**src/rtl/leak_coef_pkg.sv**
```systemverilog
// Shared constants and types for the 0.9999 leak pair: the forward
// multiply-by-0.9999 block and its inverse, bit64_divide_0dot9999.
//
// Contents:
//   LEAK_DATA_W    default signed operand/result width
//   LEAK_COEF_NUM  scaling numerator   (10000)
//   LEAK_COEF_DEN  scaling denominator (9999, i.e. 0.9999 * LEAK_COEF_NUM)
//   DIVIDEND_W     width of the unsigned |x| * COEF_NUM dividend
//   ITER_N         number of radix-2 division steps
//   leak_state_e   handshake/iteration FSM states
package leak_coef_pkg;

  localparam int LEAK_DATA_W   = 64;
  localparam int LEAK_COEF_NUM = 10000;
  localparam int LEAK_COEF_DEN = 9999;

  // |x| <= 2^63 and COEF_NUM < 2^14, so the product fits in 77 bits;
  // 80 leaves headroom and keeps the step count a round number.
  localparam int DIVIDEND_W = 80;
  localparam int ITER_N     = 80;

  typedef enum logic [1:0] {
    IDLE = 2'd0,
    DIV  = 2'd1,
    FIN  = 2'd2,
    DONE = 2'd3
  } leak_state_e;

endpackage

```
**src/rtl/udiv_serial.sv**
```systemverilog
// Unsigned restoring shift-subtract divider, one quotient bit per step,
// MSB first.
//
// Ports:
//   clk, rst_n  clock; synchronous active-low reset
//   start       load dividend, clear remainder/quotient, arm ITER steps
//   step        perform one division step this cycle (while busy)
//   dividend    N_W-bit unsigned dividend, sampled on start
//   divisor     D_W-bit unsigned divisor, must stay constant while busy
//   busy        steps remain to be performed
//   last        the step performed this cycle (if stepped) is the final one
//   quotient    N_W-bit quotient, complete once busy falls
module udiv_serial #(
  parameter int N_W  = 80,
  parameter int D_W  = 14,
  parameter int ITER = N_W
) (
  input  logic           clk,
  input  logic           rst_n,
  input  logic           start,
  input  logic           step,
  input  logic [N_W-1:0] dividend,
  input  logic [D_W-1:0] divisor,
  output logic           busy,
  output logic           last,
  output logic [N_W-1:0] quotient
);

  localparam int CNT_W = $clog2(ITER);

  logic [N_W-1:0]   dvd_q;
  logic [D_W-1:0]   rem_q;
  logic [CNT_W-1:0] cnt_q;

  // Remainder shifted left with the next dividend bit; one extra bit since
  // rem_q < divisor means the shifted value is below 2 * divisor.
  logic [D_W:0]   rem_shift;
  logic           take;
  logic [D_W-1:0] rem_sub;

  always_comb begin
    rem_shift = {rem_q, dvd_q[N_W-1]};
    take      = (rem_shift >= {1'b0, divisor});
    // Difference is below divisor whenever it is used, so D_W bits suffice.
    rem_sub   = rem_shift[D_W-1:0] - divisor;
  end

  assign last = busy && (cnt_q == '0);

  // NOTE: state registers use non-blocking assignments so every register
  // samples the pre-edge values of the others, regardless of statement order.
  always_ff @(posedge clk) begin
    if (!rst_n) begin
      // NOTE: reset is synchronous; the whole datapath is cleared so an
      // aborted division leaves no stale quotient behind.
      dvd_q    <= '0;
      rem_q    <= '0;
      cnt_q    <= '0;
      busy     <= 1'b0;
      quotient <= '0;
    end else if (start) begin
      dvd_q    <= dividend;
      rem_q    <= '0;
      cnt_q    <= CNT_W'(ITER - 1);
      busy     <= 1'b1;
      quotient <= '0;
    end else if (step && busy) begin
      dvd_q    <= dvd_q << 1;
      rem_q    <= take ? rem_sub : rem_shift[D_W-1:0];
      quotient <= {quotient[N_W-2:0], take};
      if (cnt_q == '0) begin
        busy <= 1'b0;
      end else begin
        cnt_q <= cnt_q - 1'b1;
      end
    end
  end

endmodule

```
**src/rtl/bit64_divide_0dot9999.sv**
```systemverilog
// Inverse of the 0.9999 leak: y = x * COEF_NUM / COEF_DEN on signed
// operands, truncated toward zero and saturated to the DATA_W range.
// Sign and magnitude are split here, the magnitude is scaled by COEF_NUM,
// divided serially by COEF_DEN, then sign and saturation are re-applied.
// Fixed latency: out_valid first rises 81 edges after the accept edge.
//
// Ports:
//   clk        sole clock, rising edge
//   rst_n      synchronous active-low reset; aborts any operation
//   in_valid   in_data valid
//   in_ready   high only while idle
//   in_data    signed operand x (sampled on accept only)
//   out_valid  high only while a result is held
//   out_ready  consumer accepts the result
//   out_data   signed result y
//   out_sat    result was clamped to the DATA_W range
module bit64_divide_0dot9999
  import leak_coef_pkg::*;
#(
  parameter int DATA_W   = LEAK_DATA_W,
  parameter int COEF_NUM = LEAK_COEF_NUM,
  parameter int COEF_DEN = LEAK_COEF_DEN
) (
  input  logic              clk,
  input  logic              rst_n,
  input  logic              in_valid,
  output logic              in_ready,
  input  logic [DATA_W-1:0] in_data,
  output logic              out_valid,
  input  logic              out_ready,
  output logic [DATA_W-1:0] out_data,
  output logic              out_sat
);

  localparam int DEN_W = $clog2(COEF_DEN + 1);

  // Largest positive magnitude and largest negative magnitude representable.
  localparam logic [DIVIDEND_W-1:0] POS_LIM =
    (DIVIDEND_W'(1) << (DATA_W - 1)) - DIVIDEND_W'(1);
  localparam logic [DIVIDEND_W-1:0] NEG_LIM =
    DIVIDEND_W'(1) << (DATA_W - 1);

  leak_state_e state_q, state_d;

  logic                  accept;
  logic                  div_step;
  logic                  div_busy;
  logic                  div_last;
  logic                  sign_q;
  logic [DATA_W-1:0]     mag;
  logic [DIVIDEND_W-1:0] dividend;
  logic [DIVIDEND_W-1:0] quotient;
  logic [DATA_W-1:0]     res_d;
  logic                  sat_d;

  assign in_ready  = (state_q == IDLE);
  assign out_valid = (state_q == DONE);
  assign accept    = in_valid && in_ready;
  assign div_step  = (state_q == DIV) && div_busy;

  // Two's-complement negation taken as unsigned, so -2^(DATA_W-1) maps to
  // the magnitude 2^(DATA_W-1) without overflowing.
  assign mag      = in_data[DATA_W-1] ? -in_data : in_data;
  assign dividend = DIVIDEND_W'(mag) * DIVIDEND_W'(COEF_NUM);

  udiv_serial #(
    .N_W  (DIVIDEND_W),
    .D_W  (DEN_W),
    .ITER (ITER_N)
  ) u_div (
    .clk      (clk),
    .rst_n    (rst_n),
    .start    (accept),
    .step     (div_step),
    .dividend (dividend),
    .divisor  (DEN_W'(COEF_DEN)),
    .busy     (div_busy),
    .last     (div_last),
    .quotient (quotient)
  );

  // NOTE: every signal written in an always_comb gets a default first, so
  // no path leaves it unassigned and no latch is inferred.
  always_comb begin
    state_d = state_q;
    unique case (state_q)
      IDLE: if (accept)    state_d = DIV;
      DIV:  if (div_last)  state_d = FIN;
      FIN:                 state_d = DONE;
      DONE: if (out_ready) state_d = IDLE;
      default:             state_d = IDLE;
    endcase
  end

  // Magnitude quotient is truncated; negating afterwards gives truncation
  // toward zero. A negative magnitude of exactly 2^(DATA_W-1) is legal.
  always_comb begin
    sat_d = 1'b0;
    res_d = quotient[DATA_W-1:0];
    if (!sign_q) begin
      if (quotient > POS_LIM) begin
        sat_d = 1'b1;
        res_d = POS_LIM[DATA_W-1:0];
      end
    end else begin
      if (quotient > NEG_LIM) begin
        sat_d = 1'b1;
        res_d = NEG_LIM[DATA_W-1:0];
      end else begin
        res_d = -quotient[DATA_W-1:0];
      end
    end
  end

  always_ff @(posedge clk) begin
    if (!rst_n) begin
      state_q  <= IDLE;
      sign_q   <= 1'b0;
      out_data <= '0;
      out_sat  <= 1'b0;
    end else begin
      state_q <= state_d;
      if (accept) begin
        sign_q <= in_data[DATA_W-1];
      end
      // Result registers only change in FIN, so they hold through DONE.
      if (state_q == FIN) begin
        out_data <= res_d;
        out_sat  <= sat_d;
      end
    end
  end

endmodule

```
**config.mk**
```make
export PLATFORM = sky130hd
export DESIGN_NAME = bit64_divide_0dot9999
export DESIGN_NICKNAME = d
export VERILOG_FILES = /design/src/rtl/leak_coef_pkg.sv /design/src/rtl/udiv_serial.sv /design/src/rtl/bit64_divide_0dot9999.sv
export SDC_FILE = /design/constraint.sdc
export NUM_CORES = 1
export LEC_CHECK = 0
export CAP_MARGIN = 15
export CORE_MARGIN = 1.5
export CORE_UTILIZATION = 44
export DETAILED_ROUTE_END_ITERATION = 10
export GPL_TIMING_DRIVEN = 0
export PLACE_DENSITY = 0.62
export SLEW_MARGIN = 10
export SYNTH_ARGS = -nofsm -noshare
export SYNTH_HDL_FRONTEND = slang
export SYNTH_SLANG_ARGS = --single-unit
```
**constraint.sdc**
```tcl
create_clock -name clk -period 10.9 [get_ports clk]
set_clock_uncertainty 0.1 [all_clocks]
set_input_delay 2.18 -clock clk [delete_from_list [all_inputs] [get_ports clk]]
set_output_delay 2.18 -clock clk [all_outputs]
set_load 0.01 [all_outputs]
```
---- Word level (Yosys, flattened, before mapping) ----
Index checks and enable logic that the tools add are counted.
W data, S select, Z words.
storage, ports and cells
  input port bits ......................... 68
  output and inout port bits .............. 67
  flip-flop bits (word level) ............. 246
  logic and storage cells ................. 61
operators by class
  $add $sub $neg .......................... 4
  muxes and demuxes ....................... 20
  equality and inequality tests ........... 7
  reduce and logical (&&, ||, !) cells .... 13
  magnitude comparators ................... 3
  bitwise logic cells ..................... 2
  multipliers ............................. 1
operators by type and width
  operator                  number
  $mux W64                  4
  $mux W78                  2
  $neg A64 Y64              2
  $gt A80 B63 Y1 const B    1
  $gt A80 B64 Y1 const B    1
  $mul A64 B10 Y74 const B  1
  $mux W7                   3
  $ge A15 B14 Y1 const B    1
  $mux W14                  1
  $sub A14 B14 Y14 const B  1
  $pmux W2 S4               1
  $logic_not A7 Y1          1
  $sub A7 B1 Y7 const B     1
  $mux W1                   6
  $mux W2                   3
  $reduce_and A2 Y1         3
  $eq A2 B2 Y1 const B      2
  $logic_and A1 B1 Y1       4
  $ne A2 B1 Y1 const B      2
  $ne A2 B2 Y1 const B      2
  $reduce_bool A2 Y1        2
  $reduce_and A3 Y1         1
  $eq A2 B1 Y1 const B      1
  $logic_not A2 Y1          1
  2 further kinds           3

---- Depth between registers and ports, before layout ----
Gate-level depths: netlist of run 1.
  word-level depth ........................ 5
  mapped depth ............................ 29
  mapped depth without buffers ............ 27

---- Hierarchy ----
From an unflattened synthesis of run 1, not the netlist that was laid out.
second synthesis, totals
  cells, all modules ...................... 3159
  area, all modules ....................... 24855.1 µm²
by module, submodules not included
  module                 area each (µm²)  cells each  sequential area each (µm²)  instances
  bit64_divide_0dot9999  16632.2          2056        1361.3                      1
  udiv_serial            8222.9           1103        3643.5                      1

---- Worst setup path before layout of run 1 ----
No wires, ideal clock.
  kind .................................... input -> register
  start point ............................. input in_data[3]
  end point ............................... register u_div.dvd_q[59]
  required time ........................... 10.680 ns
  stages on the path ...................... 26
  library setup time ...................... 0.120 ns
  setup slack ............................. 0.784 ns
  path buffers ............................ 2
  data arrival time ....................... 9.896 ns
  path through ............................ or3_1 -> or4_1 -> or4_1 -> or4_1 -> o41ai_1 -> xnor2_1 -> inv_1 -> fa_1 -> inv_1 -> ha_1 -> fa_1 -> ha_1 -> inv_1 -> fa_1 -> inv_1 -> ha_1 -> clkbuf_1 -> nand4_1 -> or2_2 -> or4_1 -> a2111oi_0 -> o2111ai_1 -> and3_1 -> clkbuf_1 -> o2111a_1 -> a211o_1
on the way
  cells in the longest elaborated chain, start to end .. 4
RTL lines
  element               line                         source
  from (decl)           bit64_divide_0dot9999.sv:28  input logic [DATA_W-1:0] in_data,
  $neg A64 Y64          bit64_divide_0dot9999.sv:63  assign mag = in_data[DATA_W-1] ? -in_data : in_data;
  $mux W64 *            bit64_divide_0dot9999.sv:63
  $mul A64 B10 Y74 *    bit64_divide_0dot9999.sv:64  assign dividend = DIVIDEND_W'(mag) * DIVIDEND_W'(COEF_NUM);
  $mux W78 *            udiv_serial.sv:61            end else if (start) begin
  to (signal assigned)  udiv_serial.sv:62            dvd_q <= dividend;
  to (signal assigned)  udiv_serial.sv:68            dvd_q <= dvd_q << 1;
  to (decl)             udiv_serial.sv:31            logic [N_W-1:0] dvd_q;
Mark *: on every way between the ends. The rest lies on a longest branch, timed or not.
A chain may end at the register's enable or synchronous reset.

---- Final worst setup path of run 1 ----
  start point ............................. input in_data[18]
  end point ............................... register u_div.dvd_q[74]
The elaborated chain is that of the path after synthesis.

==> results of run 1 <==
per-stage QoR:
| stage | std cells | setup TNS, ns | util | cell area (µm²) | worst slack (ns) |
|---|---|---|---|---|---|
| 6_report | 4010 | 0 | 0.508 | 27500 | 0.280 |
| 3_5_place_dp | 3963 | -10.82 | 0.489 | 26400 | -1.31 |
| 2_1_floorplan | 3134 | 0 | - | 24200 | 0.784 |
| 4_1_cts | 4011 | 0 | 0.507 | 27400 | 0.0406 |
| 3_3_place_gp | 3963 | -9.76 | 0.488 | 26400 | -1.28 |
| 5_1_grt | 4010 | -0.0473 | 0.508 | 27500 | -0.0473 |
what timing repair did:
item                       4_1_cts  5_1_grt
setup endpoints to repair       10       10
pin swaps                        0        2
resized for setup               11       24
setup buffers                    0        2
worst max-delay path by stage:
stage                     slack (ns)  cells after the start               to
after floorplan                 0.78                     26  u_div.dvd_q[59]
after global placement         -1.28                     28  u_div.dvd_q[59]
after detailed placement       -1.31                     28  u_div.dvd_q[59]
after CTS                       0.04                     29  u_div.dvd_q[74]
after global routing           -0.05                     29  u_div.dvd_q[74]
final                           0.28                     29  u_div.dvd_q[74]
cells in the mapped netlist, types with 7 or more instances:
cell,instances
a211oi_1,29
a21boi_0,11
a21o_1,59
a21oi_1,253
a221oi_1,17
a311oi_1,39
a31oi_1,36
and3_1,24
buf_1,9
clkbuf_1,169
dfxtp_1,246
fa_1,157
ha_1,245
inv_1,423
mux2i_1,17
nand2_1,440
nand2b_1,18
nand3_1,36
nand3b_1,10
nand4_1,33
nor2_1,196
nor2b_1,8
nor3_1,33
nor4_1,25
o211ai_1,7
o21a_1,13
o21ai_0,166
o21bai_1,14
o22ai_1,9
o31ai_1,46
o41ai_1,16
or2_2,11
or3_1,34
or4_1,19
xnor2_1,115
xor2_1,65
sequential cells by signal, summed over array words and instances, names as in the netlist:
register and flops:
u_div.rem_q 14, sign_q 1, u_div.dvd_q 76, u_div.cnt_q 7
out_sat 1, u_div.quotient 80, out_data 64, state_q 2
u_div.busy 1
critical path, delay by kind of cell:
family	cells	cell delay [ns]
AOI/OAI and AO/OA	8	1.96
xor gates and xnor gates	1	0.22
adders and majority gates	6	2.37
buffers and inverters	7	1.25
and+or+nand+nor	7	2.97
cells in the final DEF, fill, tap and decap left out, types with 11 or more instances in the layout:
| cell type | count |
|---|---|
| o21ai_0 | 164 |
| or4_1 | 19 |
| a221oi_1 | 17 |
| clkbuf_1 | 165 |
| a31oi_1 | 36 |
| or2_2 | 11 |
| o31ai_1 | 45 |
| nand4_1 | 33 |
| nor3_1 | 33 |
| nand2b_1 | 18 |
| xor2_1 | 60 |
| o21a_1 | 13 |
| o41ai_1 | 15 |
| nand2_1 | 440 |
| xnor2_1 | 113 |
| clkbuf_16 | 27 |
| mux2i_1 | 17 |
| dfxtp_1 | 246 |
| a311oi_1 | 39 |
| o21bai_1 | 14 |
| a21o_1 | 59 |
| nand3_1 | 36 |
| ha_1 | 244 |
| fa_1 | 157 |
| nor4_1 | 24 |
| nor2_1 | 196 |
| or3_1 | 34 |
| and3_1 | 24 |
| clkdlybuf4s50_1 | 132 |
| a211oi_1 | 29 |
| inv_1 | 420 |
| a21oi_1 | 253 |
area by class of cell:
type | instances | area, µm²
inverter | 425 | 1600
buffer | 176 | 669
fill | 5248 | 26600
sequential | 246 | 4920
timing repair buffer | 135 | 1350
clock inverter | 11 | 168
clock buffer | 37 | 773
multi-input combinational | 2284 | 17100
tap | 696 | 871
cells by family (layout without fill, tap and decap cells):
group,after synthesis,in the layout,share of synthesized area
AO/OA/AOI/OAI,765,765,0.200
adder cells (fa/ha/maj),402,402,0.257
XOR/XNOR,180,180,0.0652
AND/OR/NAND/NOR,920,920,0.174
multiplexers,17,17,0.00703
flip-flops,246,246,0.204
buffers and inverters,604,784,0.0938
routing by layer:
metal | vias up | share of wire | GRT usage
met3 | 112 | 0.044 | 0.0209
met1 | 10708 | 0.45 | 0.330
met2 | 592 | 0.48 | 0.441
met4 | 0 | 0.026 | 0.0664
li1 | 10934 | - | -
met5 | - | 0 | 0
==> results.yml, run 1 <==
yosys:
  ys.flop_type: "dfxtp_1"
  synth_cells: 3134
  avgSynthCellArea_um2: 7.72
  syn-cell-area_um2: 24200
  synth_top_area_share: 0.204
  synth_edf_count: 0
  synth.distinct_cells: 80
  ys_seq_elements: 246
  netlist_top_cells_area: "dfxtp_1, fa_1, ha_1"
  syn_nets: 3604
  ys_warn_count: 0
  async_flop_share: 0
  synth-seq-area-share: 0.204
  yosysTopAreaCell: "dfxtp_1"
route:
  drc: 0
  postRouteAntennaNets: 0
  drtIter0Drc: 1621
  drt_pass1_iterations: 6
  finalWirelength_um: 71700
  vias: 22346
  wl_per_cell_um: 17.9
  via_per_inst: 5.57
floorplan:
  core_um2: 54000
  start_util: 0.448
  die_h_um: 237
  die-area_um2: 56400
  rows: 85
  die_width_um: 237
  ioPinCount: 135
setup_path:
  crit_arrival_ns: 10.95
  reg2reg_from: "u_div.quotient[0]"
  cp.required_ns: 11.23
  crit_slowest_cell: "or4_1"
  end_kind: "flip-flop"
  crit_path_start: "in_data[18]"
  cp-start-kind: "primary input"
  r2r_setup_slack_ns: 5.37
  worstPathMaxFanout: 9
  reg2reg_to: "out_data[45]"
  crit_path_max_incr_delay_ns: 0.68
  r2r_cells: 12
  path_class: "primary input to flip-flop"
placement:
  dp_hpwl_um: 57400
  io_buffers: 133
  gp_congestion: 0.955
cells_and_area:
  nNetsFinal: 3764
  syn_to_final_growth_pct: 13.5
  drive_gt1_frac: 0.0311
  diodes: 0
clock_network:
  root_buffer: "clkbuf_16"
  cts_buffers: 26
  path_clk_slew_ns: 0.06
  cts_sinks: 246
  htreeDepth: 1
  hold_buffers: 0
  insertion_delay_ns: 0.55
  cts_buffer_depth: 3
  cts_tree: "done"
timing:
  fmax_mhz: 94.2
  worst_pin_slew_ns: 1.06
  final.period_utilization: 0.974
  slew_viol_final: 0
  setup_violations: 0
  relSlewSlack: 0.286
  hold_violations: 0
  finalCriticalPeriod_ns: 10.62
  hold_ws_ns: 0.356
hold_path:
  hold_path.class: "flip-flop to flip-flop"
  hold_path_startpoint: "u_div.dvd_q[78]"
  holdPathEnd: "u_div.dvd_q[79]"
  min_path_cells: 2
global_routing:
  gr-total-overflow: 0
  grt_pass1_wl_um: 115000
  grtUsageTotal: 0.251
  first_global_vias: 21919
  antenna_found_initial: 0
  grt_max_degree: 15
run:
  drv_cap: 0
status:
  status: "finished, final reports clean"
Power of run 1 is left out: the tool's default activity adds up to more than one toggle a clock period on the data nets, which glitch-free logic cannot reach.
==> run 2: changes to the inputs <==
- clock period: 10.9 -> 11.5 ns (I/O delays scaled with it)
==> results.yml, run 2 (same netlist as run 1, synthesis figures left out) <==
clock_network:
  post_cts_buffers: 0
  insertion_delay_ns: 0.55
  hold_buffers: 0
  cts_tree: "done"
  cts_buffer_depth: 3
  root_buffer: "clkbuf_16"
  path_clk_slew_ns: 0.06
  htreeDepth: 1
  cts_sinks: 246
  cts_buffers: 26
run:
  drv_cap: 0
global_routing:
  grt_pass1_wl_um: 115000
  grtUsageTotal: 0.251
  gr-total-overflow: 0
  grt_max_degree: 15
  antenna_found_initial: 0
  first_global_vias: 21916
route:
  drtIter0Drc: 1691
  wl_per_cell_um: 17.9
  drt_pass1_iterations: 5
  vias: 22344
  via_per_inst: 5.57
  drc: 0
  finalWirelength_um: 71700
  postRouteAntennaNets: 0
timing:
  setup_violations: 0
  final.period_utilization: 0.962
  relSlewSlack: 0.292
  rsz0062_at_grt: "false"
  slew_viol_final: 0
  post-route-worst-setup-slack_ns: 0.436
  finalCriticalPeriod_ns: 11.06
  hold_violations: 0
  hold_ws_ns: 0.356
  worst_pin_slew_ns: 1.05
  fmax_mhz: 90.4
status:
  status: "finished, final reports clean"
cells_and_area:
  finish.instance_area_um2: 27400
  reg_top3: "u_div.quotient: 80 flops, u_div.dvd_q: 76 flops, out_data: 64 flops"
  diodes: 0
  largest_reg_flops: 80
  nNetsFinal: 3765
  mostFrequentLayoutCells: "nand2_1, inv_1, a21oi_1"
  final_common_cell: "nand2_1"
  instances_no_fill: 4011
  n_fill_cell: 5255
  drive_gt1_frac: 0.0256
  multi_input_comb_area_um2: 17000
  top_register: "u_div.quotient"
  final-seq-area_um2: 4920
  syn_to_final_growth_pct: 13.2
hold_path:
  hold_path_startpoint: "u_div.dvd_q[78]"
  hold_path.class: "flip-flop to flip-flop"
placement:
  io_buffers: 133
  dp_hpwl_um: 57400
  dp_cells: 3963
  gp_congestion: 0.955
  place_ws_ns: -0.833
  place_area_um2: 26400
setup_path:
  cp-start-kind: "primary input"
  worstPathMaxFanout: 9
  reg2reg_from: "u_div.quotient[0]"
  cp.required_ns: 11.84
  end_kind: "flip-flop"
  crit_path_start: "in_data[3]"
  path_class: "primary input to flip-flop"
  r2r_setup_slack_ns: 5.98
  crit_arrival_ns: 11.41
floorplan:
  die_h_um: 237
  die-area_um2: 56400
  rows: 85
  core_um2: 54000
  ioPinCount: 135
  die_width_um: 237
  start_util: 0.448
run 2: cell count changes in the layout (fill, tap and decap cells not counted), moves of 3 or more:
cell,before,now
inv_1,420,423
xor2_1,60,63
xor2_2,5,2
inv_2,4,1
clkbuf_1,165,171
run 2: area by class of cell:
| class | instances | share of cell area |
|---|---|---|
| timing repair buffer | 133 | 0.0487 |
| inverter | 425 | 0.0583 |
| tap | 696 | 0.0318 |
| multi-input combinational | 2284 | 0.622 |
| clock buffer | 37 | 0.0282 |
| sequential | 246 | 0.180 |
| clock inverter | 11 | 0.00612 |
| buffer | 179 | 0.0247 |
run 2: per-layer routing:
metal  vias up  part of all wire  global-route usage
met5         -                 0                   0
met4         0             0.023              0.0660
met3       108             0.047              0.0207
met2       605              0.48               0.441
met1     10672              0.45               0.330
li1      10959                 -                   -
run 2: final timing paths:
| path | to | cells after the start |
|---|---|---|
| worst min-delay path | u_div.dvd_q[79] | 2 |
| worst max-delay path | u_div.dvd_q[59] | 27 |
| worst min register to register | u_div.dvd_q[79] | 2 |
| worst max register to register | out_data[45] | 12 |
run 2: what timing repair did:
item | in CTS | in global routing
gates resized for setup | 3 | 8
setup endpoints to repair | 3 | 7
pin swaps | 0 | 0
run 2: stage by stage:
step	utilization	setup TNS [ns]
after floorplan	-	0
after global routing	0.507	0
after global placement	0.488	-3.98
final	0.507	0
after CTS	0.506	0
after detailed placement	0.489	-4.54
run 2: worst max-delay path, cell delays in order:
cell and delay [ns]:
clkdlybuf4s50_1 0.46, or3_1 0.43, or4_1 0.51, or4_1 0.59
or4_1 0.53, o41ai_1 0.36, xnor2_1 0.27, inv_1 0.22
fa_1 0.54, inv_1 0.04, ha_1 0.31, fa_1 0.48
ha_1 0.28, inv_1 0.05, fa_1 0.50, inv_1 0.04
ha_1 0.26, clkbuf_1 0.32, nand4_1 0.16, or2_2 0.34
or4_1 0.61, a2111oi_2 0.59, o2111ai_2 0.28, and3_1 0.24
clkbuf_1 0.16, o2111a_1 0.26, a211o_1 0.26
Power of run 2 is left out for the same reason.
